--- config.mk ---
export PLATFORM = sky130hd
export DESIGN_NAME = fifo_drain_ctrl
export DESIGN_NICKNAME = d
export VERILOG_FILES = /design/src/rtl/fifo_drain_pkg.sv /design/src/rtl/fifo_drain_ctrl_timer.sv /design/src/rtl/fifo_drain_ctrl.sv
export SDC_FILE = /design/constraint.sdc
export NUM_CORES = 1
export LEC_CHECK = 0
export BUFFER_PORTS_ARGS = -buffer_cell sky130_fd_sc_hd__buf_2
export CORE_MARGIN = 2
export CORE_UTILIZATION = 48
export CTS_BUF_LIST = sky130_fd_sc_hd__clkbuf_16
export DETAILED_ROUTE_END_ITERATION = 7
export HOLD_SLACK_MARGIN = 0.1
export PLACE_DENSITY_LB_ADDON = 0.15
export SKIP_CTS_REPAIR_TIMING = 1
export SYNTH_ARGS = -nofsm -noshare
export SYNTH_HDL_FRONTEND = slang
export SYNTH_SLANG_ARGS = --single-unit
--- constraint.sdc ---
create_clock -name clk -period 4.1 [get_ports clk]
set_input_delay 0.615 -clock clk [delete_from_list [all_inputs] [get_ports clk]]
set_output_delay 0.615 -clock clk [all_outputs]
set_load 0.1 [all_outputs]
--- src/rtl/fifo_drain_pkg.sv ---
// Shared state type and timer sizing helper for the TX FIFO drain controller.
package fifo_drain_pkg;

    typedef enum logic [2:0] {
        IDLE      = 3'd0,
        POP       = 3'd1,
        LATCH     = 3'd2,
        WAIT_ACK  = 3'd3,
        WAIT_DONE = 3'd4,
        GAP       = 3'd5,
        FLUSH     = 3'd6
    } drain_state_t;

    // Bits needed to hold the larger of the two timer reload values.
    function automatic int timer_width(input int ack_timeout, input int gap_cycles);
        int m;
        m = (ack_timeout > gap_cycles) ? ack_timeout : gap_cycles;
        return $clog2(m + 1);
    endfunction

endpackage

--- src/rtl/fifo_drain_ctrl_timer.sv ---
// Loadable down-counter shared by the ack timeout and the inter-byte gap.
module drain_timer
    import fifo_drain_pkg::*;
#(
    parameter int W = 5
) (
    input  logic         clk,
    input  logic         reset,
    input  logic         load,
    input  logic [W-1:0] load_val,
    input  logic         dec,
    output logic         zero
);

    logic [W-1:0] count;

    always_ff @(posedge clk or posedge reset) begin
        if (reset) begin
            count <= '0;
        end else if (load) begin
            count <= load_val;
        end else if (dec && (count != '0)) begin
            count <= count - W'(1);
        end
    end

    assign zero = (count == '0);

endmodule

--- src/rtl/fifo_drain_ctrl.sv ---
// Drains the TX byte FIFO into the UART transmitter, with flush and ack-timeout error.
// Optional inter-byte idle gap enabled by defining FIFO_DRAIN_GAP_EN.
//
// state     | meaning
// IDLE      | waiting for a byte (or a pending flush)
// POP       | fifo_read_en asserted for one cycle
// LATCH     | capture fifo_dout, pulse tx_start, arm ack timer
// WAIT_ACK  | waiting for tx_busy to rise
// WAIT_DONE | frame in progress, waiting for tx_busy to fall
// GAP       | extra idle cycles after a frame (FIFO_DRAIN_GAP_EN only)
// FLUSH     | popping until the FIFO reports empty
module fifo_drain_ctrl
    import fifo_drain_pkg::*;
#(
    parameter int DATA_WIDTH  = 8,
    parameter int CNT_W       = 16,
    parameter int ACK_TIMEOUT = 16,
    parameter int GAP_CYCLES  = 0
) (
    input  logic                  clk,
    input  logic                  reset,
    input  logic                  enable,
    input  logic                  flush,
    input  logic                  fifo_empty,
    input  logic [DATA_WIDTH-1:0] fifo_dout,
    output logic                  fifo_read_en,
    input  logic                  tx_busy,
    output logic                  tx_start,
    output logic [DATA_WIDTH-1:0] tx_data,
    output logic                  busy,
    output logic [CNT_W-1:0]      sent_count,
    output logic                  err_ack
);

    localparam int TIMER_W = timer_width(ACK_TIMEOUT, GAP_CYCLES);
    localparam logic [TIMER_W-1:0] ACK_LOAD = TIMER_W'(ACK_TIMEOUT - 1);
`ifdef FIFO_DRAIN_GAP_EN
    localparam bit GAP_ON = (GAP_CYCLES > 0);
    localparam logic [TIMER_W-1:0] GAP_LOAD = TIMER_W'(GAP_CYCLES - 1);
`endif

    drain_state_t         state;
    logic                 flush_pend;
    logic                 tmr_load;
    logic                 tmr_dec;
    logic                 tmr_zero;
    logic [TIMER_W-1:0]   tmr_load_val;

    // Timer controls are decoded from the current state so a load in
    // LATCH is visible on the first WAIT_ACK cycle.
    always_comb begin
        tmr_load     = 1'b0;
        tmr_load_val = ACK_LOAD;
        tmr_dec      = 1'b0;
        case (state)
            LATCH:    tmr_load = 1'b1;
            WAIT_ACK: tmr_dec  = !tx_busy;
`ifdef FIFO_DRAIN_GAP_EN
            WAIT_DONE: begin
                if (GAP_ON && !tx_busy) begin
                    tmr_load     = 1'b1;
                    tmr_load_val = GAP_LOAD;
                end
            end
            GAP:      tmr_dec  = 1'b1;
`endif
            default: ;
        endcase
    end

    drain_timer #(.W(TIMER_W)) u_timer (
        .clk      (clk),
        .reset    (reset),
        .load     (tmr_load),
        .load_val (tmr_load_val),
        .dec      (tmr_dec),
        .zero     (tmr_zero)
    );

    always_ff @(posedge clk or posedge reset) begin
        if (reset) begin
            state        <= IDLE;
            flush_pend   <= 1'b0;
            fifo_read_en <= 1'b0;
            tx_start     <= 1'b0;
            tx_data      <= '0;
            sent_count   <= '0;
            err_ack      <= 1'b0;
        end else begin
            tx_start <= 1'b0;
            case (state)
                IDLE: begin
                    if (flush || flush_pend) begin
                        state <= FLUSH;
                    end else if (enable && !fifo_empty && !tx_busy) begin
                        fifo_read_en <= 1'b1;
                        state        <= POP;
                    end
                end
                POP: begin
                    fifo_read_en <= 1'b0;
                    state        <= LATCH;
                end
                LATCH: begin
                    tx_data  <= fifo_dout;
                    tx_start <= 1'b1;
                    state    <= WAIT_ACK;
                end
                WAIT_ACK: begin
                    if (tx_busy) begin
                        state <= WAIT_DONE;
                    end else if (tmr_zero) begin
                        err_ack <= 1'b1;
                        state   <= IDLE;
                    end
                end
                WAIT_DONE: begin
                    if (!tx_busy) begin
                        sent_count <= sent_count + CNT_W'(1);
`ifdef FIFO_DRAIN_GAP_EN
                        state      <= GAP_ON ? GAP : IDLE;
`else
                        state      <= IDLE;
`endif
                    end
                end
`ifdef FIFO_DRAIN_GAP_EN
                GAP: begin
                    if (tmr_zero) state <= IDLE;
                end
`endif
                FLUSH: begin
                    if (fifo_empty) begin
                        fifo_read_en <= 1'b0;
                        flush_pend   <= 1'b0;
                        state        <= IDLE;
                    end else begin
                        fifo_read_en <= 1'b1;
                    end
                end
                default: state <= IDLE;
            endcase
            // A new flush pulse outranks the clear on FLUSH exit.
            if (flush) flush_pend <= 1'b1;
        end
    end

    assign busy = (state != IDLE) || flush_pend;

endmodule

Word-level counts from Yosys, hierarchy flattened. Index checks and enable logic that the tools add are counted.

Multiply operators: 0. $add $sub $neg: 2. Bitwise gates (word level): 1. Reductions and logical operators: 20. $lt $le $gt $ge: 0. Shift operators: 0. Mux-type cells: 18. Equal/unequal tests: 11. Div/mod/pow operators: 0.

Operators by type and width (count): $mux W3 (6); $pmux W3 S6 (1); $add A16 B1 Y16 const B (1); $mux W5 (2); $mux W1 (8); $ne A2 B2 Y1 const B (4); $eq A3 B2 Y1 const B (2); $eq A3 B3 Y1 const B (2); $ne A3 B3 Y1 const B (2); $reduce_and A3 Y1 (2); $reduce_bool A2 Y1 (3); $reduce_bool A3 Y1 (2); $logic_not A5 Y1 (1); $reduce_bool A5 Y1 (1); $sub A5 B1 Y5 const B (1); $reduce_and A2 Y1 (2); $reduce_and A4 Y1 (1); $eq A3 B1 Y1 const B (1); $logic_and A1 B1 Y1 (3); $logic_not A3 Y1 (1); $pmux W1 S3 (1); $logic_not A1 Y1 (2); $logic_or A1 B1 Y1 (2); $not A1 Y1 (1).

Memories: 0. ROM bits: 0. Latch bits: 0. Bits in writable memories: 0. Word-level logic and storage cells: 60. Register bits: 36. Input bits: 14.

Longest topological paths before layout. Gate-level depths: netlist of the first run.

Depth after elaboration: 6. Gate-level depth with buffers: 6. Mapped depth without buffers: 6.

By module. A second synthesis of the first run with hierarchy kept.

Cell total of the unflattened synthesis: 153. Area, all modules: 1656.6 sq um.

Modules (own cells, without submodules): fifo_drain_ctrl (cells each 120, area an instance 1353.8 sq um, instances 1); drain_timer (cells each 33, area an instance 302.8 sq um, instances 1).

Least setup slack after synthesis of the first run. OpenSTA, ideal clock, no wires.

Kind: reg2out. Start: register state[0]. End: output busy. Cell stages (with the launch flop): 4. Data arrival time: 1.395 ns. Data required time: 3.485 ns. Slack: 2.090 ns. Cells stage by stage: dfrtp_1 -> clkbuf_1 -> nor2_1 -> nand2_1.

Cells in the longest elaborated chain, start to end: 2.

Ends and longest elaborated chain: start: declaration (line fifo_drain_ctrl.sv:42) `drain_state_t state;`; start signal: assignment (line fifo_drain_ctrl.sv:82) `state <= IDLE;`; start signal: assignment (line fifo_drain_ctrl.sv:94) `state <= FLUSH;`; start signal: assignment (line fifo_drain_ctrl.sv:97) `state <= POP;`; $reduce_bool A3 Y1 (line fifo_drain_ctrl.sv:148) `assign busy = (state != IDLE) || flush_pend;`; $logic_or A1 B1 Y1 (line fifo_drain_ctrl.sv:148); end: declaration (line fifo_drain_ctrl.sv:30) `output logic busy,`.

Every way passes these cells.

Worst setup path after layout of the first run.
Start: register state[1]. End: output busy.

The elaborated chain is that of the path after synthesis.

==> results of run 1 <==
-- synthesized netlist by cell type --
| cell type | count |
|---|---|
| dfrtp_1 | 36 |
| nand2_1 | 16 |
| xnor2_1 | 12 |
| nor2_1 | 9 |
| and3_1 | 5 |
| inv_1 | 5 |
| mux2_2 | 5 |
| nand4_1 | 5 |
| xor2_1 | 5 |
| mux2_1 | 4 |
| nand3_1 | 4 |
| nor3_1 | 4 |
| o21ai_0 | 3 |
| a21o_1 | 2 |
| a31oi_1 | 2 |
| and4_1 | 2 |
| clkbuf_1 | 2 |
| ha_1 | 2 |
| nand2b_1 | 2 |
| o211ai_1 | 2 |
| a211oi_1 | 1 |
| a221oi_1 | 1 |
| a311oi_1 | 1 |
| and2_1 | 1 |
| and4bb_2 | 1 |
| buf_2 | 1 |
| inv_2 | 1 |
| nor4_1 | 1 |
| nor4b_4 | 1 |
| o22ai_1 | 1 |
| o41ai_1 | 1 |
| or4b_1 | 1 |
-- power by group through the flow --
| stage | clock network [W] | registers, W | logic, W |
|---|---|---|---|
| after CTS | 0.000359 | 0.000540 | 0.000821 |
| after detailed placement | 0 | 0.000545 | 0.000819 |
| after floorplan | 0 | 0.000994 | 0.000234 |
| after global routing | 0.000378 | 0.000559 | 0.000849 |
| final | 0.000350 | 0.000540 | 0.000811 |
| after global placement | 0 | 0.000538 | 0.000798 |
-- critical path, stage by stage, from the launching register on --
cell and delay (ns):
dfrtp_1 0.60, nor2_1 0.09, nand2_1 0.07, buf_2 0.42
-- metal layers --
layer | track usage | vias to the layer above | routed length (µm)
met5 | 0 | - | 0
li1 | - | 579 | -
met3 | 0.0504 | 6 | 146
met4 | 0.0790 | 0 | 47
met2 | 0.301 | 43 | 1610
met1 | 0.205 | 576 | 1210
-- cell type report --
| type | count | area (µm²) | share of cell area |
|---|---|---|---|
| inverter | 6 | 22.5 | 0.0113 |
| tap | 44 | 55.1 | 0.0277 |
| clock inverter | 3 | 13.8 | 0.00692 |
| sequential | 36 | 901 | 0.453 |
| timing repair buffer | 42 | 213 | 0.107 |
| multi-input combinational | 94 | 658 | 0.331 |
| clock buffer | 5 | 125 | 0.0629 |
-- through the flow --
step | worst slack (ns) | cells
final | 2.03 | 230
after global routing | 1.96 | 230
after CTS | 2.04 | 230
after detailed placement | 2.10 | 222
after global placement | 2.19 | 222
after floorplan | 2.09 | 139
-- cell families after synthesis --
| family | Yosys count | synth area share |
|---|---|---|
| buffers and inverters | 9 | 0.0220 |
| DFF | 36 | 0.565 |
| AOI/OAI and AO/OA | 14 | 0.0612 |
| xor gates and xnor gates | 17 | 0.0934 |
| muxes | 9 | 0.0636 |
| and+or+nand+nor | 52 | 0.179 |
| adders and majority gates | 2 | 0.0157 |
-- how the worst min path moves through the flow --
stage | start | endpoint | slack, ns | cells after the start
5_1_grt | reset | tx_data[4]$_DFFE_PP0P_ | 0.49 | 3
3_3_place_gp | err_ack$_DFFE_PP0P_ | err_ack$_DFFE_PP0P_ | 0.44 | 1
4_1_cts | reset | tx_data[4]$_DFFE_PP0P_ | 0.46 | 3
2_1_floorplan | u_timer.count[4]$_DFFE_PP0P_ | u_timer.count[4]$_DFFE_PP0P_ | 0.47 | 2
3_5_place_dp | err_ack$_DFFE_PP0P_ | err_ack$_DFFE_PP0P_ | 0.45 | 1
6_report | reset | tx_data[4]$_DFFE_PP0P_ | 0.45 | 3
-- flip-flops by register name, summed over array words and instances (netlist names) --
signal	flops
flush_pend	1
tx_data	8
u_timer.count	5
fifo_read_en	1
state	3
tx_start	1
err_ack	1
sent_count	16
==> reports/results.tsv, run 1 <==
metric	value	unit
die_w	61.6	µm
place.gp.congestion	0.852	
tns	0	ns
rsz0062_at_grt	no	
ir_drop	399	µV
clock_path_buffers	2	
htreeDepth	2	
power.internal	0.000836	W
nets	201	
final_common_cell	buf_2	
tightest_slew	0.489	ns
timing.fmax	484	MHz
final_core_util	0.641	
grt_pass1_vias	1109	
drive_gt1_frac	0.306	
yosysTopAreaCellShare	0.565	
fin_crit	2.07	ns
core_region_area	3100	µm²
dieArea	3800	µm²
numCtsBuffers	5	
syn_area	1590	µm²
cts_tree	yes	
critPathRequiredTime	3.48	ns
r2r-end	sent_count[9]$_DFFE_PP0P_	
hpwlAfterDp	2270	µm
clock_latency	0.27	ns
r2r_start	state[1]$_DFFE_PP0P_	
syn_inst	139	
drt-initial-drc-count	61	
cap_violations	0	
hold_viol	0	
p_switching	0.000865	W
synth_seq_cells	36	
combPwrFrac	0.477	
yosys-top-cells-area	dfrtp_1 (57%), xnor2_1 (6.6%), nand2_1 (3.8%)	
criticalPathCategory	reg2out	
syn_nets	155	
ys_seq_area_frac	0.565	
cp.arrival	1.45	ns
place.port_buffers	41	
root_buffer	clkbuf_16	
p_leak	0.992	nW
syn2layout_area_growth	24.7	%
powerDensity	856	nW/µm²
grt_antenna_before_repair	0	
place_area	1850	µm²
syn_avg_cell_area	11.5	µm²
yosys.area.top_type	dfrtp_1	
whs	0.447	ns
wirelength	3010	µm
clock_skew	0.00490	ns
yosysWarnings	0	
ant_nets	0	
cp-start-kind	flop	
p_seq_frac	0.318	
period_share	0.504	
drv_slew	0	
cts_sinks	36	
die_h	61.6	µm
track_usage	0.176	
crit_end	busy	
slew_headroom	0.676	
n_antenna_cell	0	
start_util	0.514	
vias_per_cell	5.23	
dr_total_vias	1204	
power.total	0.00170	W
crit_path_end_kind	output port	
grt_pass1_wl	4840	µm
p_clk_frac	0.205	
drt-pass1-iter-count	4	
finish.instance_area	1990	µm²
post_drt_wl_per_cell	13.1	µm
drc	0	
ff2ff_path_depth	4	
worstSetupStartpoint	state[1]$_DFFE_PP0P_	
grt_overflow_total	0	
rrSetupSlack	2.23	ns
setup_viol	0	
path_clk_slew	0.05	ns
synth_cell_types	32	
ios	42	
final_cell_mix	buf_2 (41), dfrtp_1 (36), nand2_1 (16)	
cp_max_fo	13	
sw_frac_of_total	0.508	
worstHoldPathType	in2async	
fillers	277	
status	completed	
grt_max_degree	37	
rows	20	
Power figures use the tool's default switching activity.
==> inputs of run 2 (changes only) <==
--- a/config.mk
+++ b/config.mk
@@ -7,7 +7,7 @@
 export LEC_CHECK = 0
 export BUFFER_PORTS_ARGS = -buffer_cell sky130_fd_sc_hd__buf_2
 export CORE_MARGIN = 2
-export CORE_UTILIZATION = 48
+export CORE_UTILIZATION = 46
 export CTS_BUF_LIST = sky130_fd_sc_hd__clkbuf_16
 export DETAILED_ROUTE_END_ITERATION = 7
 export HOLD_SLACK_MARGIN = 0.1
==> constraint.sdc (replaced) <==
create_clock -name clk -period 1.8 [get_ports clk]
set_input_delay 0.27 -clock clk [delete_from_list [all_inputs] [get_ports clk]]
set_output_delay 0.27 -clock clk [all_outputs]
set_load 0.1 [all_outputs]
==> run 2 against run 1 <==
Net effect: worst hold slack lost 0.36 ns; clock skew shrank 0.0015 ns; via count is essentially flat; total power grew 130%; critical path type unchanged.
==> reports/results.tsv, run 2 (synthesis gave the netlist of run 1 again) <==
metric	value	unit
status	completed	
dieArea	3950	µm²
grt_max_degree	37	
grt_overflow_total	0	
n_antenna_cell	0	
r2r-end	u_timer.count[2]$_DFFE_PP0P_	
nets	203	
worstHoldPathType	in2async	
tightest_slew	0.489	ns
top_register	sent_count	
fin_crit	1.70	ns
track_usage	0.160	
p_seq_frac	0.311	
hpwlAfterDp	2070	µm
powerDensity	1920	nW/µm²
grt_antenna_before_repair	0	
core_region_area	3340	µm²
dr_total_vias	1205	
top_regs	sent_count x16, tx_data x8, u_timer.count x5	
htreeDepth	2	
syn2layout_area_growth	27.1	%
routedLengthMet1	1310	µm
crit_path_end_kind	output port	
drv_slew	0	
grt_pass1_wl	4910	µm
numCtsBuffers	5	
power.internal	0.00193	W
place.port_buffers	41	
critPathRequiredTime	1.53	ns
drt-pass1-iter-count	4	
slowest_stage	dfrtp_1	
slowest_delay	0.55	ns
cp-start-kind	flop	
rsz0062_at_grt	no	
cp_cell_sequence	nor2_1, nand2_1, buf_2	
criticalPathCategory	reg2out	
fillers	296	
cp.arrival	1.43	ns
combPwrFrac	0.484	
timing.fmax	589	MHz
cts_sinks	36	
cts_tree	yes	
wl_met2	1320	µm
path_delay_family	flip-flops	
crit_buf_inv	1	
grt_pass1_vias	1083	
hold_viol	0	
final_core_util	0.607	
final_cell_mix	buf_2 (41), dfrtp_1 (26), nand2_1 (15)	
rows	21	
clock_path_buffers	2	
setup_viol	0	
vias_per_cell	5.15	
clock_latency	0.27	ns
drc	0	
worstSetupStartpoint	state[0]$_DFFE_PP0P_	
drt-initial-drc-count	75	
ant_nets	0	
start_util	0.478	
ios	42	
sw_frac_of_total	0.504	
path_clk_slew	0.05	ns
dr.max_layer_used	met4	
die_h	62.9	µm
tns	0	ns
ir_drop	1150	µV
period_share	0.944	
cap_violations	0	
slew_headroom	0.676	
largest_register_ffs	16	
crit_end	busy	
die_w	62.9	µm
path_depth	3	
p_clk_frac	0.205	
power.total	0.00389	W
cp_max_fo	11	
p_leak	0.987	nW
wl_met3	151	µm
rrSetupSlack	0.15	ns
drive_gt1_frac	0.372	
final_common_cell	buf_2	
post_drt_wl_per_cell	12.2	µm
r2r_start	u_timer.count[0]$_DFFE_PP0P_	
clock_skew	0.00342	ns
root_buffer	clkbuf_16	
wirelength	2850	µm
ff2ff_path_depth	5	
place.gp.congestion	0.780	
p_switching	0.00196	W
[run 2: cell count changes in the layout (fill, tap and decap cells not counted), sizes merged]
| cell | previous run | this run |
|---|---|---|
| inv | 6 | 7 |
| clkinv | 3 | 1 |
| buf | 42 | 44 |
| clkinvlp | 0 | 1 |
[run 2: how the worst min path moves through the flow]
stage / from / end / slack [ns] / cells past startpoint
after detailed placement: reset / tx_start$_DFF_PP0_ / 0.40 / 3
after floorplan: flush / flush_pend$_DFFE_PP0P_ / 0.36 / 1
after global routing: reset / tx_data[2]$_DFFE_PP0P_ / 0.13 / 3
after CTS: reset / tx_data[6]$_DFFE_PP0P_ / 0.1 / 3
final: reset / tx_data[4]$_DFFE_PP0P_ / 0.09 / 3
after global placement: reset / tx_data[3]$_DFFE_PP0P_ / 0.39 / 3
[run 2: layer usage]
| layer | up-vias | GRT usage |
|---|---|---|
| li1 | 579 | - |
| met1 | 584 | 0.210 |
| met2 | 36 | 0.242 |
| met3 | 6 | 0.0432 |
| met4 | 0 | 0.0833 |
| met5 | - | 0 |
[run 2: metrics by stage]
stage                     setup WS [ns]  instance area [µm²]  hold WS [ns]  instances
final                             0.101                 2030        0.0853        234
after global routing             0.0339                 2030         0.131        234
after CTS                        0.0624                 2020        0.0987        234
after detailed placement         0.0846                 1880         0.395        226
after global placement            0.153                 1880         0.388        226
after floorplan                   0.109                 1610         0.362        139
[run 2: layout make-up]
| class | instances | area, µm² | share of cell area |
|---|---|---|---|
| clock buffer | 5 | 125 | 0.0618 |
| clock inverter | 3 | 15.0 | 0.00741 |
| inverter | 6 | 22.5 | 0.0111 |
| multi-input combinational | 94 | 664 | 0.328 |
| sequential | 36 | 913 | 0.451 |
| tap | 46 | 57.6 | 0.0284 |
| timing repair buffer | 44 | 228 | 0.112 |
[run 2: worst reg2reg max path, delay by kind of cell (launching register included)]
| kind | cells | cell delay [ns] |
|---|---|---|
| buffers and inverters | 1 | 0.09 |
| and+or+nand+nor | 1 | 0.51 |
| DFF | 1 | 0.37 |
| adders and majority gates | 1 | 0.21 |
| AOI/OAI and AO/OA | 2 | 0.35 |
[run 2: power groups by stage]
| stage | logic (W) | registers, W | clock network (W) |
|---|---|---|---|
| after global placement | 0.00187 | 0.00120 | 0 |
| after floorplan | 0.000532 | 0.00227 | 0 |
| after detailed placement | 0.00189 | 0.00122 | 0 |
| after global routing | 0.00198 | 0.00124 | 0.000872 |
| after CTS | 0.00190 | 0.00121 | 0.000826 |
| final | 0.00188 | 0.00121 | 0.000798 |
